==> src/rtl/key_ctr_bank.sv <==
// Multi-slot key/counter register bank feeding the AES core.
// Each slot is loaded word by word and carries a completeness mask and a sticky counter-wrap flag.
module key_ctr_bank #(
    parameter int WORDS     = 4,
    parameter int WORD_SIZE = 32,
    parameter int SLOTS     = 4,
    parameter int CTR_BITS  = 32,
    parameter int SWAP      = 1,
    localparam int SLOT_W   = (SLOTS > 1) ? $clog2(SLOTS) : 1,
    localparam int IDX_W    = (WORDS > 1) ? $clog2(WORDS) : 1,
    localparam int BLOCK    = WORDS * WORD_SIZE
) (
    input  logic                 clk,
    input  logic                 rst_n,
    input  logic [SLOT_W-1:0]    wslot,
    input  logic [IDX_W-1:0]     widx,
    input  logic                 wen,
    input  logic [WORD_SIZE-1:0] wdata,
    input  logic                 clr,
    input  logic                 inc,
    input  logic [SLOT_W-1:0]    rslot,
    output logic [BLOCK-1:0]     rdata,
    output logic                 rvalid,
    output logic                 rwrap
);

    localparam int WORD_BYTES = WORD_SIZE / 8;

    logic [WORD_SIZE-1:0] word_in;
    logic [WORDS-1:0]     word_sel;
    logic                 slot_ok;
    logic                 idx_ok;
    logic                 wr_any;

    logic [SLOTS-1:0][BLOCK-1:0] data_all;
    logic [SLOTS-1:0]            valid_all;
    logic [SLOTS-1:0]            wrap_all;

    logic [SLOT_W-1:0] rslot_reg;
    logic [BLOCK-1:0]  rdata_reg, rdata_next;
    logic              rvalid_reg, rvalid_next;
    logic              rwrap_reg, rwrap_next;

    assign slot_ok = (int'(wslot) < SLOTS);
    assign idx_ok  = (int'(widx) < WORDS);
    assign wr_any  = wen && idx_ok;

    // Optional little-endian to big-endian byte reversal of the bus word.
    genvar gi;
    generate
        for (gi = 0; gi < WORD_BYTES; gi++) begin : g_byte
            if (SWAP != 0) begin : g_swap
                assign word_in[gi*8 +: 8] = wdata[(WORD_BYTES-1-gi)*8 +: 8];
            end else begin : g_pass
                assign word_in[gi*8 +: 8] = wdata[gi*8 +: 8];
            end
        end

        for (gi = 0; gi < WORDS; gi++) begin : g_word_sel
            assign word_sel[gi] = wr_any && (widx == IDX_W'(gi));
        end
    endgenerate

    generate
        for (gi = 0; gi < SLOTS; gi++) begin : g_slot
            logic [BLOCK-1:0]    data_reg, data_next;
            logic [WORDS-1:0]    mask_reg, mask_next;
            logic                wrap_reg, wrap_next;
            logic                hit;
            logic [CTR_BITS-1:0] ctr_cur;

            assign hit     = slot_ok && (wslot == SLOT_W'(gi));
            assign ctr_cur = data_reg[CTR_BITS-1:0];

            // Priority clr > wen > inc; losers are simply dropped.
            always_comb begin
                data_next = data_reg;
                mask_next = mask_reg;
                wrap_next = wrap_reg;
                if (hit && clr) begin
                    data_next = '0;
                    mask_next = '0;
                    wrap_next = 1'b0;
                end else if (hit && wr_any) begin
                    for (int k = 0; k < WORDS; k++) begin
                        if (word_sel[k]) begin
                            data_next[(WORDS-1-k)*WORD_SIZE +: WORD_SIZE] = word_in;
                            mask_next[k] = 1'b1;
                        end
                    end
                end else if (hit && inc && (&mask_reg)) begin
                    data_next[CTR_BITS-1:0] = ctr_cur + 1'b1;
                    if (&ctr_cur) begin
                        wrap_next = 1'b1;
                    end
                end
            end

            always_ff @(posedge clk or negedge rst_n) begin
                if (!rst_n) begin
                    data_reg <= '0;
                    mask_reg <= '0;
                    wrap_reg <= 1'b0;
                end else begin
                    data_reg <= data_next;
                    mask_reg <= mask_next;
                    wrap_reg <= wrap_next;
                end
            end

            assign data_all[gi]  = data_reg;
            assign valid_all[gi] = &mask_reg;
            assign wrap_all[gi]  = wrap_reg;
        end
    endgenerate

    // Read mux works on the slot selected last cycle against the already-updated state.
    always_comb begin
        rdata_next  = '0;
        rvalid_next = 1'b0;
        rwrap_next  = 1'b0;
        for (int s = 0; s < SLOTS; s++) begin
            if (rslot_reg == SLOT_W'(s)) begin
                rdata_next  = data_all[s];
                rvalid_next = valid_all[s];
                rwrap_next  = wrap_all[s];
            end
        end
    end

    always_ff @(posedge clk or negedge rst_n) begin
        if (!rst_n) begin
            rslot_reg  <= '0;
            rdata_reg  <= '0;
            rvalid_reg <= 1'b0;
            rwrap_reg  <= 1'b0;
        end else begin
            rslot_reg  <= rslot;
            rdata_reg  <= rdata_next;
            rvalid_reg <= rvalid_next;
            rwrap_reg  <= rwrap_next;
        end
    end

    assign rdata  = rdata_reg;
    assign rvalid = rvalid_reg;
    assign rwrap  = rwrap_reg;

endmodule

==> config.mk <==
export PLATFORM = sky130hd
export DESIGN_NAME = key_ctr_bank
export DESIGN_NICKNAME = d
export VERILOG_FILES = /design/src/rtl/key_ctr_bank.sv
export SDC_FILE = /design/constraint.sdc
export NUM_CORES = 1
export LEC_CHECK = 0
export ABC_AREA = 1
export CORE_ASPECT_RATIO = 1.25
export CORE_UTILIZATION = 25
export DETAILED_ROUTE_END_ITERATION = 16
export HOLD_SLACK_MARGIN = 0.02
export PLACE_DENSITY = 0.52
export SYNTH_ARGS = -nofsm -noshare
export SYNTH_HDL_FRONTEND = slang
export SYNTH_SLANG_ARGS = --single-unit
export TNS_END_PERCENT = 30
==> constraint.sdc <==
create_clock -name clk -period 1.6 [get_ports clk]
set_input_delay 0.32 -clock clk [delete_from_list [all_inputs] [get_ports clk]]
set_output_delay 0.32 -clock clk [all_outputs]
set_load 0.05 [all_outputs]
==> load_flow_metrics.sql <==
INSERT INTO impl_metrics (metric_group, metric, value, unit) VALUES
('sta', 'post_route_clock_skew', '23.2', 'ps'),
('synthesis', 'ys_top_cells_by_count', 'sky130_fd_sc_hd__nand2_1 (1486), sky130_fd_sc_hd__dfrtp_1 (664), sky130_fd_sc_hd__o21ai_0 (487), sky130_fd_sc_hd__inv_1 (336), sky130_fd_sc_hd__nor2_1 (299)', ''),
('power_and_ir_drop', 'power_frac_seq', '0.396', ''),
('synthesis', 'netlist_top_cells_area', 'sky130_fd_sc_hd__dfrtp_1 (53%), sky130_fd_sc_hd__nand2_1 (18%), sky130_fd_sc_hd__o21ai_0 (7.8%)', ''),
('synthesis', 'syn_nets', '4092', ''),
('power_and_ir_drop', 'power.share.switching', '0.353', ''),
('clock_network', 'cts_root_buf', 'sky130_fd_sc_hd__clkbuf_16', ''),
('layout', 'insertedDiodeCount', '0', ''),
('critical_path', 'crit_path_cell_trace', 'buf_6 > nor2_4 > buf_12 > buf_6 > nand2_1 > nand4_1', ''),
('grt', 'antenna_found_initial', '1', ''),
('power_and_ir_drop', 'cell_internal_pwr', '0.0368', 'W'),
('grt', 'grt_max_degree', '92', ''),
('power_and_ir_drop', 'power_leakage', '21.7', 'nW'),
('drt', 'drt_pre_antenna_iters', '5', ''),
('sta', 'layout_worst_path_cycle_share', '1.10', ''),
('sta', 'report.final.hold_viol_count', '0', ''),
('sta', 'unrepaired_setup_endpoints_after_global_routing', 'yes', ''),
('sta', 'report.final.slew_viol_count', '0', ''),
('clock_network', 'clk_pin_slew', '60', 'ps'),
('power_and_ir_drop', 'clock_network_power_share', '0.297', ''),
('critical_path', 'timing.critical_path.required', '2140', 'ps'),
('grt', 'grt_pass1_wl', '199000', 'um'),
('critical_path', 'setup.worst_path.end_class', 'register', ''),
('layout', 'largest_reg_flops', '512', ''),
('synthesis', 'post_synth_inst_count', '4045', ''),
('sta', 'worstMarginPinSlew', '552', 'ps'),
('power_and_ir_drop', 'totalPowerFinal', '0.0570', 'W'),
('die', 'rows', '144', ''),
('critical_path', 'critical-path-slowest-cell', 'sky130_fd_sc_hd__dfrtp_2', ''),
('placed_design', 'io_buffers', '172', ''),
('drt', 'wirelength', '134000', 'um'),
('layout', 'layout.cell_area.non_filler', '46200', 'sq um'),
('run', 'max_cap_viols', '0', ''),
('synthesis', 'synthArstFlopShare', '1.00', ''),
('drt', 'ant_nets', '0', ''),
('layout', 'share_of_post_route_cells_with_drive_strength_above_1', '0.288', ''),
('placed_design', 'dp.final_hpwl', '99000', 'um'),
('synthesis', 'total_number_of_yosys_warnings', '0', ''),
('critical_path', 'setup_crit_start_kind', 'register', ''),
('clock_network', 'cts_tree', 'done', ''),
('sta', 'finalWorstSetupSlack', '-161', 'ps'),
('critical_path', 'worstPathMaxFanout', '20', ''),
('die', 'die_h', '397', 'um'),
('sta', 'final-setup-viol-count', '102', ''),
('layout', 'syn_to_final_growth', '47.9', '%'),
('synthesis', 'unique_masters_post_synth', '30', ''),
('synthesis', 'syn-cell-area', '31200', 'sq um'),
('synthesis', 'yosysMostFrequentCell', 'sky130_fd_sc_hd__nand2_1', ''),
('status', 'status', 'finished, violations left', ''),
('die', 'die_w', '318', 'um'),
('die', 'pin_count', '173', ''),
('status', 'violated_checks', 'negative setup slack', ''),
('critical_path', 'critical_path.n_buffers_inverters', '3', ''),
('synthesis', 'seq_area_frac_synth', '0.533', ''),
('clock_network', 'clk_latency', '670', 'ps'),
('critical_path', 'crit_type', 'register to register', ''),
('layout', 'fillers', '12800', ''),
('clock_network', 'cts-buffers-inserted', '71', ''),
('clock_network', 'clock-sinks', '664', ''),
('synthesis', 'synth_largest_area_cell', 'sky130_fd_sc_hd__dfrtp_1', ''),
('synthesis', 'yosysTopAreaCellShare', '0.533', ''),
('die', 'initial_utilization', '0.252', ''),
('critical_path', 'critical-path-top-delay-family', 'buffers and inverters', ''),
('clock_network', 'clock_tree.buffer_depth', '3', ''),
('critical_path', 'worst_path_most_repeated_cell', 'sky130_fd_sc_hd__buf_6', ''),
('power_and_ir_drop', 'share_comb_of_total_power', '0.308', ''),
('power_and_ir_drop', 'net-switching-power', '0.0201', 'W'),
('placed_design', 'postPlaceCellArea', '40600', 'sq um'),
('sta', 'final_min_period', '1760', 'ps'),
('synthesis', 'synth_flop_cell', 'sky130_fd_sc_hd__dfrtp_1', ''),
('drt', 'detail_route.iter0.violations', '2338', '');
[metrics by stage]
stage,worst slack (ps),utilization,cells
final,-161,0.373,6423
after global routing,-188,0.373,6423
after CTS,-158,0.359,6378
after detailed placement,-974,0.329,6229
after global placement,-968,0.329,6229
after floorplan,6.02,-,4045
[what timing repair did]
action | 4_1_cts | 5_1_grt
setup endpoints to repair | 491 | 323
pin swaps | 28 | 133
buffers inserted | 26 | 50
endpoints found under the hold margin | 446 | 0
hold buffers | 1 | 0
gates resized for setup | 328 | 401
cloned | 4 | 5
[final timing paths]
check / to / slack [ps] / from / depth (start not counted)
min: g_slot[0].data_reg[100] / 110 / rst_n / 2
max: rdata[88] / -160 / rslot_reg[0] / 6
max in group asynchronous: rdata[95] / 650 / rst_n / 4
min in group clk: rslot_reg[0] / 110 / rslot[0] / 1
max reg2reg: rdata[88] / -160 / rslot_reg[0] / 6
min reg2reg: g_slot[2].data_reg[79] / 480 / g_slot[2].data_reg[79] / 2
[cell type report]
class / instances / area [sq um] / area share
timing repair buffer: 839 / 9240 / 0.200
inverter: 357 / 1360 / 0.0295
multi-input combinational: 2832 / 14600 / 0.317
clock inverter: 32 / 328 / 0.00710
tap: 1606 / 2010 / 0.0435
clock buffer: 93 / 1960 / 0.0425
sequential: 664 / 16600 / 0.360
[cells in the final DEF, fill, tap and decap left out, drive strengths merged, types with 36 or more instances in the layout]
cell type,instances
o21ai,529
clkbuf,96
o2111ai,36
nand4,45
inv,358
buf,794
dfrtp,664
o22ai,40
nor2,314
a21oi,126
nand2,1486
nand3,178
[routing by layer]
metal | share of wire | global-route usage | routed length, um | vias to the layer above
met5 | 0.000067 | 0 | 9 | -
met4 | 0.030 | 0.0659 | 4030 | 2
met3 | 0.054 | 0.0315 | 7240 | 176
met2 | 0.48 | 0.353 | 64300 | 859
met1 | 0.44 | 0.276 | 58400 | 15000
li1 | - | - | - | 14500
[cell families after synthesis]
| family | count (synthesis) | share of synthesized area |
|---|---|---|
| xor gates and xnor gates | 6 | 0.00168 |
| AOI/OAI and AO/OA | 776 | 0.136 |
| buffers and inverters | 549 | 0.0677 |
| and+or+nand+nor | 2046 | 0.261 |
| adders and majority gates | 4 | 0.00160 |
| DFF | 664 | 0.533 |
[worst register-to-register path: stages (launching register included)]
cell	delay, ps
sky130_fd_sc_hd__dfrtp_2	500
sky130_fd_sc_hd__buf_6	160
sky130_fd_sc_hd__nor2_4	260
sky130_fd_sc_hd__buf_12	250
sky130_fd_sc_hd__buf_6	170
sky130_fd_sc_hd__nand2_1	40
sky130_fd_sc_hd__nand4_1	250
[power groups by stage]
stage                     Clock, W  Combinational, W  Sequential (W)
after floorplan                  0           0.00519          0.0240
after global placement           0            0.0155          0.0225
after detailed placement         0            0.0156          0.0225
after CTS                   0.0173            0.0164          0.0224
after global routing        0.0178            0.0189          0.0229
final                       0.0169            0.0175          0.0225
Note: power is estimated with default switching activity, not from simulation.
